## src/rtl/core_pkg.sv

```systemverilog
// Shared encodings for the memory stage: result-select values,
// load/store size codes and the load/store unit state type.
package core_pkg;

  localparam logic [1:0] ALU_RESULT = 2'b00;
  localparam logic [1:0] MEM_TO_REG = 2'b01;
  localparam logic [1:0] PC_PLUS    = 2'b10;
  localparam logic [1:0] LUI_AUIPC  = 2'b11;

  localparam logic [2:0] F3_B  = 3'b000;
  localparam logic [2:0] F3_H  = 3'b001;
  localparam logic [2:0] F3_W  = 3'b010;
  localparam logic [2:0] F3_BU = 3'b100;
  localparam logic [2:0] F3_HU = 3'b101;

  typedef enum logic [1:0] {
    IDLE = 2'b00,
    REQ  = 2'b01,
    WAIT = 2'b10
  } lsu_state_t;

endpackage

```

## src/rtl/stage_memory_lsu_align.sv

```systemverilog
// Byte-lane steering for stores, alignment check, and load
// extraction/extension from a full bus word.
module lsu_align
  import core_pkg::*;
(
  input  logic [2:0]  funct3,
  input  logic [1:0]  offset,
  input  logic        store,
  input  logic [31:0] store_data,
  input  logic [2:0]  load_funct3,
  input  logic [1:0]  load_offset,
  input  logic [31:0] rdata,
  output logic [3:0]  be,
  output logic [31:0] wdata,
  output logic        misaligned,
  output logic [31:0] load_data
);

  logic [31:0] shifted;

  // Store byte enables / lane replication and natural-alignment check.
  always_comb begin
    be         = '1;
    wdata      = store_data;
    misaligned = 1'b0;
    if (store) begin
      case (funct3)
        F3_B: begin
          be    = 4'b0001 << offset;
          wdata = {4{store_data[7:0]}};
        end
        F3_H: begin
          be    = offset[1] ? 4'b1100 : 4'b0011;
          wdata = {2{store_data[15:0]}};
        end
        default: ;
      endcase
    end
    case (funct3)
      F3_H, F3_HU: misaligned = offset[0];
      F3_W:        misaligned = |offset;
      default:     misaligned = 1'b0;
    endcase
  end

  // Shift the addressed bytes down to bit 0 and extend per access size.
  always_comb begin
    shifted   = rdata >> {load_offset, 3'b000};
    load_data = '0;
    case (load_funct3)
      F3_B:    load_data = {{24{shifted[7]}}, shifted[7:0]};
      F3_BU:   load_data = {24'b0, shifted[7:0]};
      F3_H:    load_data = {{16{shifted[15]}}, shifted[15:0]};
      F3_HU:   load_data = {16'b0, shifted[15:0]};
      F3_W:    load_data = shifted;
      default: load_data = '0;
    endcase
  end

endmodule

```

## src/rtl/stage_memory.sv

```systemverilog
// Memory pipeline stage: runs loads/stores over a req/gnt/rvalid data bus,
// stalls upstream while a transaction is outstanding, and registers
// results toward writeback.
module stage_memory
  import core_pkg::*;
#(
  parameter int unsigned ADDR_W      = 32,
  parameter int unsigned ACK_TIMEOUT = 255
) (
  input  logic              clk,
  input  logic              rst_n,
  input  logic [31:0]       execute_alu_result,
  input  logic [31:0]       execute_wr_datamem_data,
  input  logic              execute_datamem_wr_enable,
  input  logic [1:0]        execute_result_src,
  input  logic [2:0]        execute_funct3,
  input  logic [4:0]        execute_rd,
  input  logic              execute_regfile_wr_enable,
  input  logic [31:0]       execute_instr_addr_plus,
  output logic              mem_stall,
  output logic [4:0]        mem_rd,
  output logic              mem_regfile_wr_enable,
  output logic [1:0]        mem_result_src,
  output logic [31:0]       mem_alu_result,
  output logic [31:0]       mem_read_data,
  output logic [31:0]       mem_instr_addr_plus,
  output logic              mem_misaligned,
  output logic              mem_bus_fault,
  output logic              dbus_req,
  output logic              dbus_we,
  output logic [ADDR_W-1:0] dbus_addr,
  output logic [3:0]        dbus_be,
  output logic [31:0]       dbus_wdata,
  input  logic              dbus_gnt,
  input  logic              dbus_rvalid,
  input  logic [31:0]       dbus_rdata
);

  localparam logic [7:0] TO_LIM = 8'(ACK_TIMEOUT);

  lsu_state_t        state, state_next;
  logic [7:0]        cnt;
  logic [ADDR_W-3:0] lat_word;
  logic              lat_we;
  logic [3:0]        lat_be;
  logic [31:0]       lat_wdata;
  logic [2:0]        lat_f3;
  logic [1:0]        lat_off;

  logic              access, misaligned, mis_access, go;
  logic              timeout, complete, abort;
  logic [3:0]        al_be;
  logic [31:0]       al_wdata, load_data;

  lsu_align u_align (
    .funct3      (execute_funct3),
    .offset      (execute_alu_result[1:0]),
    .store       (execute_datamem_wr_enable),
    .store_data  (execute_wr_datamem_data),
    .load_funct3 (lat_f3),
    .load_offset (lat_off),
    .rdata       (dbus_rdata),
    .be          (al_be),
    .wdata       (al_wdata),
    .misaligned  (misaligned),
    .load_data   (load_data)
  );

  assign access     = execute_datamem_wr_enable | (execute_result_src == MEM_TO_REG);
  assign mis_access = access & misaligned;
  assign go         = access & ~misaligned;
  assign timeout    = (state == WAIT) && (cnt == TO_LIM);
  assign complete   = ((state == REQ) & dbus_gnt & dbus_rvalid) |
                      ((state == WAIT) & dbus_rvalid);
  assign abort      = (state == WAIT) & ~dbus_rvalid & timeout;

  // A response arriving with the grant completes in REQ, so the stall is
  // released there too; otherwise execute would re-issue the same access.
  always_comb begin
    mem_stall = 1'b0;
    case (state)
      IDLE:    mem_stall = go;
      REQ:     mem_stall = ~(dbus_gnt & dbus_rvalid);
      WAIT:    mem_stall = ~dbus_rvalid & ~timeout;
      default: mem_stall = 1'b0;
    endcase
  end

  assign dbus_req   = (state == REQ);
  assign dbus_we    = lat_we;
  assign dbus_addr  = {lat_word, 2'b00};
  assign dbus_be    = lat_be;
  assign dbus_wdata = lat_wdata;

  // Next-state logic for the IDLE -> REQ -> WAIT -> IDLE sequence.
  always_comb begin
    state_next = state;
    case (state)
      IDLE:    if (go) state_next = REQ;
      REQ:     if (dbus_gnt) state_next = dbus_rvalid ? IDLE : WAIT;
      WAIT:    if (dbus_rvalid || timeout) state_next = IDLE;
      default: state_next = IDLE;
    endcase
  end

  // State register and response-timeout counter.
  always_ff @(posedge clk or negedge rst_n) begin
    if (!rst_n) begin
      state <= IDLE;
      cnt   <= '0;
    end else begin
      state <= state_next;
      if (state == REQ && dbus_gnt) cnt <= '0;
      else if (state == WAIT)       cnt <= cnt + 8'd1;
    end
  end

  // Capture the bus request when an aligned access is accepted.
  always_ff @(posedge clk or negedge rst_n) begin
    if (!rst_n) begin
      lat_word  <= '0;
      lat_we    <= 1'b0;
      lat_be    <= '0;
      lat_wdata <= '0;
      lat_f3    <= '0;
      lat_off   <= '0;
    end else if (state == IDLE && go) begin
      lat_word  <= execute_alu_result[ADDR_W-1:2];
      lat_we    <= execute_datamem_wr_enable;
      lat_be    <= al_be;
      lat_wdata <= al_wdata;
      lat_f3    <= execute_funct3;
      lat_off   <= execute_alu_result[1:0];
    end
  end

  // Pipeline registers toward writeback: bubble, passthrough, abort or completion.
  always_ff @(posedge clk or negedge rst_n) begin
    if (!rst_n) begin
      mem_rd                <= '0;
      mem_regfile_wr_enable <= 1'b0;
      mem_result_src        <= '0;
      mem_alu_result        <= '0;
      mem_read_data         <= '0;
      mem_instr_addr_plus   <= '0;
      mem_misaligned        <= 1'b0;
      mem_bus_fault         <= 1'b0;
    end else begin
      mem_misaligned <= 1'b0;
      mem_bus_fault  <= 1'b0;
      if (mem_stall) begin
        mem_rd                <= '0;
        mem_regfile_wr_enable <= 1'b0;
      end else if (state == IDLE) begin
        mem_rd                <= execute_rd;
        mem_regfile_wr_enable <= execute_regfile_wr_enable & ~mis_access;
        mem_result_src        <= execute_result_src;
        mem_alu_result        <= execute_alu_result;
        mem_instr_addr_plus   <= execute_instr_addr_plus;
        mem_misaligned        <= mis_access;
      end else if (abort) begin
        mem_rd                <= '0;
        mem_regfile_wr_enable <= 1'b0;
        mem_bus_fault         <= 1'b1;
      end else if (complete) begin
        mem_rd                <= execute_rd;
        mem_regfile_wr_enable <= execute_regfile_wr_enable & ~lat_we;
        mem_result_src        <= execute_result_src;
        mem_alu_result        <= execute_alu_result;
        mem_instr_addr_plus   <= execute_instr_addr_plus;
        if (!lat_we) mem_read_data <= load_data;
      end
    end
  end

endmodule

```

## config.mk

```make
export PLATFORM = sky130hd
export DESIGN_NAME = stage_memory
export DESIGN_NICKNAME = d
export VERILOG_FILES = /design/src/rtl/core_pkg.sv /design/src/rtl/stage_memory_lsu_align.sv /design/src/rtl/stage_memory.sv
export SDC_FILE = /design/constraint.sdc
export NUM_CORES = 1
export LEC_CHECK = 0
export CAP_MARGIN = 20
export CORE_AREA = 3 3 147 149
export CTS_BUF_LIST = sky130_fd_sc_hd__clkbuf_4 sky130_fd_sc_hd__clkbuf_8 sky130_fd_sc_hd__clkbuf_16
export CTS_CLUSTER_SIZE = 8
export DETAILED_ROUTE_END_ITERATION = 16
export DIE_AREA = 0 0 150 152
export PLACE_DENSITY = 0.88
export SYNTH_ARGS = -nofsm -noshare
export SYNTH_HDL_FRONTEND = slang
export SYNTH_SLANG_ARGS = --single-unit
export TNS_END_PERCENT = 1
```

## constraint.sdc

```tcl
create_clock -name clk -period 1.8 [get_ports clk]
set_input_delay 0.36 -clock clk [delete_from_list [all_inputs] [get_ports clk]]
set_output_delay 0.36 -clock clk [all_outputs]
set_load 0.05 [all_outputs]
```

# After elaboration in Yosys (flattened, before gate mapping)
# Index checks and enable logic that the tools add are counted.
[classes]
n_reduce_logical = 15
n_eq_ne = 15
addsub = 1
muxes = 37
bitwise = 22
shifts = 2
[ops]
columns = ["cell", "n"]
rows = [
  ["2-to-1 mux 32 bit", 7],
  ["case mux 32 bit (5 select lines)", 1],
  ["case mux 32 bit (2 select lines)", 1],
  ["right shift 32 x 5 -> 32 bit", 1],
  ["2-to-1 mux 5 bit", 4],
  ["2-to-1 mux 8 bit", 2],
  ["2-to-1 mux 2 bit", 7],
  ["AND 1 bit", 11],
  ["== test 3 bit, second input constant", 3],
  ["2-to-1 mux 1 bit", 9],
  ["NOT 1 bit", 9],
  ["adder 8 x 1 -> 8 bit, second input constant", 1],
  ["== test 8 bit, second input constant", 1],
  ["2-to-1 mux 4 bit", 2],
  ["case mux 4 bit (2 select lines)", 1],
  ["== test 3 x 1 -> 1 bit, second input constant", 2],
  ["== test 3 x 2 -> 1 bit, second input constant", 2],
  ["zero test 3 bit", 2],
  ["!= test 2 x 1 -> 1 bit, second input constant", 3],
  ["case mux 2 bit (3 select lines)", 1],
  ["AND reduction 3 bit", 2],
  ["AND reduction 5 bit", 1],
  ["== test 2 x 1 -> 1 bit, second input constant", 2],
  ["nonzero test 2 bit", 2],
  ["11 further kinds", 15],
]
[word_totals]
regBits = 188
elab_cells = 108

# Logic depth before layout (Yosys ltp)
# Gate-level depths: netlist (run 1).
[depth]
word_depth = 8
ltp_mapped = 7

# Modules after synthesis
# Synthesis (run 1) repeated with hierarchy kept, for this count alone.
[unflattened]
cells_unflattened = 636
area_unflattened_um2 = 8613.3
[by_module_without_submodules]
columns = ["mod", "instances", "cells_each", "area_each_um2"]
rows = [
  ["stage_memory", 1, 462, 7312.0],
  ["lsu_align", 1, 174, 1301.2],
]

# Worst setup path before layout (run 1)
# Ideal clock, no wire load.
[synth_path]
path_type = "input -> output"
from = "in execute_funct3[0]"
to = "out mem_stall"
t_required_ns = 1.440
path_stages = 5
setup_slack_ns = -0.288
arrival_ns = 1.728
path_buffers = 1
path_cell_list = "or3b_1 -> o22a_1 -> nand2_1 -> buf_1 -> nand2b_1"
[synth_between]
elab_chain_cells = 6
[synth_lines]
columns = ["element", "line_no", "text"]
rows = [
  ["from (decl)", "stage_memory.sv:16", "input logic [2:0] execute_funct3,"],
  ["== test 3 x 1 -> 1 bit / == test 3 bit (equally long branches)", "stage_memory_lsu_align.sv:39", "case (funct3)"],
  ["OR reduction 2 bit", "stage_memory_lsu_align.sv:39", ""],
  ["case mux 1 bit (2 select lines) *", "stage_memory_lsu_align.sv:39", ""],
  ["NOT 1 bit *", "stage_memory.sv:71", "assign go = access & ~misaligned;"],
  ["AND 1 bit *", "stage_memory.sv:71", ""],
  ["case mux 1 bit (3 select lines) *", "stage_memory.sv:81", "case (state)"],
  ["to (decl)", "stage_memory.sv:20", "output logic mem_stall,"],
]
# Every way passes the cells marked *; elsewhere a longest branch is shown, timed or not.

# Final worst setup path (run 1)
[layout_path]
from = "reg cnt[1]"
to = "out mem_stall"
[layout_between]
elab_chain_cells = 5
[layout_lines]
columns = ["element", "line_no", "text"]
rows = [
  ["from (decl)", "stage_memory.sv:42", "logic [7:0] cnt;"],
  ["from (signal assigned)", "stage_memory.sv:114", "else if (state == WAIT) cnt <= cnt + 8'd1;"],
  ["== test 8 bit", "stage_memory.sv:72", "assign timeout = (state == WAIT) && (cnt == TO_LIM);"],
  ["logical AND 1 bit", "stage_memory.sv:72", ""],
  ["NOT 1 bit", "stage_memory.sv:84", "WAIT: mem_stall = ~dbus_rvalid & ~timeout;"],
  ["AND 1 bit", "stage_memory.sv:84", ""],
  ["case mux 1 bit (3 select lines)", "stage_memory.sv:81", ""],
]
# Every way passes these cells.

==> results of run 1 <==
==> worst register-to-register path: stages, from the launching register on <==
cell       delay [ns]
dfrtp_1          0.41
buf_6            0.13
buf_6            0.12
inv_4            0.05
a2bb2oi_1        0.06
buf_4            0.14
a21oi_4          0.18
buf_12           0.29
mux2_2           0.39
==> layer usage <==
layer | part of all wire [%] | GRT usage [%] | up-vias
li1 | - | - | 3043
met1 | 38 | 25.9 | 3337
met2 | 51 | 36.9 | 278
met4 | 2.4 | 7.45 | 2
met3 | 8.5 | 7.21 | 37
met5 | 0.060 | 0 | -
==> power by group <==
group          internal [µW]  leakage (µW)  switching (µW)
Sequential              6090       0.00226            1140
Combinational           5280       0.00308            9630
Clock                   1870      0.000288            1870
Total                  13200       0.00563           12700
==> cell type report <==
| cell class | instances | area, µm² | share of cell area, % |
|---|---|---|---|
| Clock inverter | 15 | 174 | 1.40 |
| Sequential cell | 188 | 4710 | 37.8 |
| Multi-Input combinational cell | 409 | 3280 | 26.4 |
| Timing Repair Buffer | 394 | 3500 | 28.1 |
| Inverter | 4 | 17.5 | 0.141 |
| Antenna cell | 2 | 5.00 | 0.0402 |
| Clock buffer | 17 | 425 | 3.42 |
| Tap cell | 270 | 338 | 2.71 |
==> cell families (layout without fill, tap and decap cells) <==
kind of cell	count (synthesis)	after routing	share of synthesized area, %
xor+xnor	3	3	0.325
compound gates	110	110	9.01
buf+inv	41	430	2.83
flops	188	188	58.2
mux	157	157	21.5
other cells	1	4	0.0464
fa+ha+maj	1	1	0.155
simple gates	136	136	7.99
==> path summary, 6_finish.rpt <==
| kind | cells past startpoint | to | slack, ns | startpoint |
|---|---|---|---|---|
| min reg2reg | 2 | mem_regfile_wr_enable$_DFFE_PN0P_ | 0.51 | mem_regfile_wr_enable$_DFFE_PN0P_ |
| max reg2reg | 8 | mem_instr_addr_plus[20]$_DFFE_PN0P_ | -0.09 | state[0]$_DFFE_PN0P_ |
| min in group clk | 3 | lat_f3[1]$_DFFE_PN0P_ | 0.49 | execute_funct3[1] |
| max | 6 | mem_stall | -0.28 | cnt[1]$_DFFE_PN0P_ |
| min | 2 | mem_alu_result[5]$_DFFE_PN0P_ | 0.39 | rst_n |
| max in group asynchronous | 3 | mem_instr_addr_plus[19]$_DFFE_PN0P_ | 0.79 | rst_n |
==> state kept, by name, indices dropped and copies added (netlist names) <==
name and flops:
cnt 8, dbus_be 4, dbus_wdata 32, dbus_we 1, lat_f3 3, lat_off 2, lat_word 30, mem_alu_result 32
mem_bus_fault 1, mem_instr_addr_plus 32, mem_misaligned 1, mem_rd 5, mem_read_data 32, mem_regfile_wr_enable 1, mem_result_src 2, state 2
==> timing repair <==
| item | CTS | global route |
|---|---|---|
| endpoints found under the setup margin | 127 | 115 |
| hold buffers | 1 | 0 |
| buffers inserted | 7 | 0 |
| resized for setup | 27 | 11 |
| endpoints found under the hold margin | 25 | 0 |
| pin swaps | 6 | 1 |
==> through the flow <==
stage,worst slack (ns),utilization (%)
after floorplan,-0.0751,-
after global placement,-0.643,57.4
after detailed placement,-0.712,57.4
after CTS,-0.232,61.1
after global routing,-0.329,61.3
final,-0.279,61.3
==> cell usage in the layout, fill, tap and decap left out, types with 17 or more instances in the layout <==
master	netlist	final
mux2_2	120	115
a21oi_1	18	17
nor2_1	37	34
o21ai_0	46	46
mux2i_1	36	36
clkbuf_16	0	17
nand2_1	34	33
nand3_1	34	33
buf_4	2	233
clkdlybuf4s50_1	0	138
dfrtp_1	188	187
==> reports/results.ini, run 1 <==
[outcome]
status = finished with violations
violations = setup timing

[place]
place_area_um2 = 11600
placedCellCount = 1257
hpwlAfterDp_um = 18900
io_buffers = 318
gp_congestion = 0.870

[route]
drc_errors = 0
drt_wl_total_um = 25100
drt-vias-per-instance = 5.16
drtIter0Drc = 288
postRouteAntennaNets = 0
firstDrtPassIters = 5
vias = 6697
wire_per_inst_um = 19.3

[cells_and_area]
fin_area_um2 = 12400
fin_cells = 1299
syn_to_final_growth_pct = 53.9
num-nets-final = 1159
fillCellCount = 1642
drive_gt1_share_pct = 41.4

[synth]
synth_top_area_share_pct = 58.2
synth_cell_type_count = 46
ys.flop_type = dfrtp_1
syn_avg_cell_area_um2 = 12.7
synth_seq_cells = 188
syn-instance-count = 637
synth_commonest_cells = 188 x dfrtp_1, 120 x mux2_2, 46 x o21ai_0, 37 x nor2_1, 36 x mux2i_1
synthArstFlopShare_pct = 100
yosys-top-cells-area = dfrtp_1 58%, mux2_2 17%, mux2i_1 4.5%
ys_warn_count = 0
yosysTopAreaCell = dfrtp_1
synth-edff-count = 0
yosysMostFrequentCell = dfrtp_1
ys_seq_area_share_pct = 58.2
netlist_area_um2 = 8080

[setup_path]
cp-start-kind = flip-flop
crit_slowest_cell = dfrtp_1
cp_cell_sequence = ha_4 -> nand3_4 -> nor2_4 -> o31ai_4 -> nand2b_4 -> buf_8
slowest_delay_ns = 0.42
worstSetupPathType = flip-flop to primary output
end_kind = primary output
path_max_fanout = 3
cp.arrival_ns = 1.72
worstPathRequired_ns = 1.44
critPathTopFamily = flip-flops
critPathBufInv = 1

[clocking]
root_buffer = clkbuf_16
htree_levels = 4
clk_pin_slew_worst_paths_ns = 0.08
cts.path.max_buffers = 2
cts.sinks = 188
cts_buffers = 17
insertion_delay_ns = 0.43
cts_tree = done

[sta]
hold_viol = 0
fin_crit_ns = 2.08
rsz0062_at_grt = true
tightest_slew_ns = 0.534
whs_ns = 0.385
fin_tns_setup_ns = -2.91
fin_skew_ns = 0.0214
setup_viol = 43
fin_crit_sh_pct = 115
relSlewSlack_pct = 64.4
max_freq_ghz = 0.481
setup_ws_ns = -0.279
drv_slew = 0

[global_route]
grtUsageTotal_pct = 21.8
grt_pass1_vias = 7176
grt_pass1_wl_um = 39000
overflow = 0
antenna_found_initial = 3
grt_max_degree = 63

[power]
total_power_uw = 25900
p_leak_uw = 0.00563
p_per_area_nw_per_um2 = 2080
vdd_ir_drop_max_mv = 1.47

[die]
fp.dieW_um = 150
io-pin-count = 321
num_rows = 52
core_um2 = 20300
dieArea_um2 = 22800
chipHeight_um = 152
start_util_pct = 39.8

[min_path]
min_path_type = primary input to asynchronous set/reset pin

[flow_run]
cap_violations = 0

No activity file was read; power rests on OpenSTA's default activity.
==> run 2: changes to the inputs <==
- CORE_AREA: 3 3 147 149 -> 3 3 136 138
- DIE_AREA: 0 0 150 152 -> 0 0 139 141
- PLACE_DENSITY: 0.88 -> 0.95
- clock period: 1.8 -> 2.7 ns (I/O delays scaled with it)
==> reports/results.ini, run 2 (synthesis gave the netlist of run 1 again) <==
[power]
p_per_area_nw_per_um2 = 1430  ; -31%
switchingPower_uw = 8290  ; -34%
p_int_uw = 9280  ; -30%
combPwrFrac_pct = 57.0  ; -0.6 points
sw_frac_of_total_pct = 47.2  ; -1.7 points
seq_power_share_pct = 27.6  ; -0.3 points
p_leak_uw = 0.00517  ; -8.3%
vdd_ir_drop_max_mv = 1.02  ; -31%
clock_power_share_pct = 15.4  ; +0.9 points

[die]
core_um2 = 17300  ; -15%
num_rows = 48  ; -7.7%
fp.dieW_um = 139  ; -7.3%
start_util_pct = 46.7  ; +6.9 points
chipHeight_um = 141  ; -7.2%
dieArea_um2 = 19600  ; -14%
io-pin-count = 321  ; unchanged

[cells_and_area]
layout_commonest_cell = clkdlybuf4s50_1
num-nets-final = 1116  ; -3.7%
syn_to_final_growth_pct = 52.3
drive_gt1_share_pct = 19.9  ; -21 points
utilization_pct = 71.2  ; +9.9 points
mostFrequentLayoutCells = 316 x clkdlybuf4s50_1, 187 x dfrtp_1, 120 x mux2_2
insertedDiodeCount = 0  ; -2

[setup_path]
path_max_fanout = 3  ; unchanged
critPathBufInv = 2  ; +1
cp-start-kind = primary input
worstSetupPathType = primary input to primary output
end_kind = primary output
cp.arrival_ns = 2.09  ; +0.37 ns
slowest_delay_ns = 0.45  ; +0.03 ns
crit_slowest_cell = clkdlybuf4s50_1
worstPathRequired_ns = 2.16  ; +0.72 ns
critPathTopFamily = simple AND/OR/NAND/NOR gates
cp_cell_sequence = clkdlybuf4s50_1 -> or3b_4 -> o22a_2 -> nand2_2 -> nand2b_1 -> buf_4

[route]
wire_per_inst_um = 21.4  ; +11%
drc_errors = 0  ; unchanged
postRouteAntennaNets = 0  ; unchanged
drt-vias-per-instance = 5.47  ; +6.1%
firstDrtPassIters = 6  ; +1
drt_wl_total_um = 25800  ; +2.9%
drtIter0Drc = 318  ; +10%
vias = 6609  ; -1.3%

[clocking]
htree_levels = 4  ; unchanged
ctsHoldBuffers = 0  ; -1
clk_pin_slew_worst_paths_ns = 0.06  ; -0.02 ns
cts_tree = done
cts.sinks = 188  ; unchanged
insertion_delay_ns = 0.43  ; about the same
root_buffer = clkbuf_16
cts_buffers = 17  ; unchanged
cts.path.max_buffers = 2  ; unchanged

[sta]
setup_viol = 0  ; -100%
hold_viol = 0  ; unchanged
relSlewSlack_pct = 45.5  ; -19 points
drv_slew = 0  ; unchanged
setup_ws_ns = 0.0724  ; +0.351 ns
fin_crit_ns = 2.63
max_freq_ghz = 0.381
tightest_slew_ns = 0.818  ; +0.284 ns
whs_ns = 0.105  ; -0.280 ns
rsz0062_at_grt = false
fin_crit_sh_pct = 97.3
fin_skew_ns = 0.0124  ; -0.00897 ns

[outcome]
status = complete, no violations

[place]
hpwlAfterDp_um = 19000  ; +0.49%
place_ws_ns = -0.0690  ; +0.643 ns
gp_congestion = 0.837  ; -3.8%
io_buffers = 318  ; unchanged

[global_route]
antenna_found_initial = 0  ; -3
grt_max_degree = 62  ; -1.6%
grt_pass1_vias = 7283  ; +1.5%
grt_pass1_wl_um = 40200  ; +3.0%
grtUsageTotal_pct = 26.2  ; +4.4 points
overflow = 0  ; unchanged

[min_path]
min_path_type = primary input to asynchronous set/reset pin

[flow_run]
cap_violations = 0  ; unchanged

## run 2: cell count changes in the layout (fill, tap and decap cells not counted), sizes merged, moves of 3 or more
cell	delta
clkdlybuf4s50	+178
dlygate4sd2	-4
buf	-216
clkinv	-7
bufinv	+4
inv	-3
clkinvlp	+3
## run 2: power by group through the flow
stage	combinational, µW	sequential [µW]	clock [µW]
global route	10400	5010	2840
CTS	10100	4850	2750
global placement	9860	4770	0
finish	10000	4860	2700
floorplan	2340	8920	0
detailed placement	10000	4860	0
## run 2: final cells by class
class / instances / area, µm²
well taps: 225 / 282
clock inverters: 12 / 185
repair buffers: 351 / 3510
inverters: 4 / 15.0
flip-flops and latches: 188 / 4710
multi-input cells: 409 / 3170
clock buffers: 19 / 447
fillers: 1155 / 4990
## run 2: repair_timing
action | CTS | global route
setup buffers | 0 | 0
endpoints found under the setup margin | 1 | 1
gates resized for setup | 1 | 2
endpoints found under the hold margin | 0 | 0
## run 2: worst register-to-register path: stages (launching register included)
cell and delay [ns]:
dfrtp_2 0.54, nor2b_1 0.41, o21ai_2 0.22, a21oi_1 0.68, a22o_1 0.24
## run 2: worst paths after layout
check	startpoint	end	slack [ns]	depth (start not counted)
max in group asynchronous	rst_n	mem_read_data[19]$_DFFE_PN0P_	1.82	2
min reg2reg	mem_read_data[30]$_DFFE_PN0P_	mem_read_data[30]$_DFFE_PN0P_	0.49	2
max	execute_funct3[0]	mem_stall	0.07	6
min	rst_n	dbus_wdata[9]$_DFFE_PN0P_	0.11	1
min in group clk	mem_read_data[30]$_DFFE_PN0P_	mem_read_data[30]$_DFFE_PN0P_	0.49	2
max reg2reg	state[1]$_DFFE_PN0P_	mem_read_data[4]$_DFFE_PN0P_	0.56	4
## run 2: through the flow
step | total power, µW | instances | TNS, ns | cell area [µm²]
floorplan | 11300 | 638 | 0 | 8090
global placement | 14600 | 1177 | -0.668 | 11700
detailed placement | 14900 | 1177 | -2.42 | 11700
CTS | 17700 | 1208 | 0 | 12300
global route | 18200 | 1208 | 0 | 12300
finish | 17600 | 1208 | 0 | 12300
## run 2: routing by layer
| metal | wire [µm] | global-route usage [%] |
|---|---|---|
| met4 | 1110 | 12.6 |
| met5 | 0 | 0 |
| met3 | 2160 | 8.62 |
| met1 | 9470 | 29.5 |
| met2 | 13100 | 44.9 |
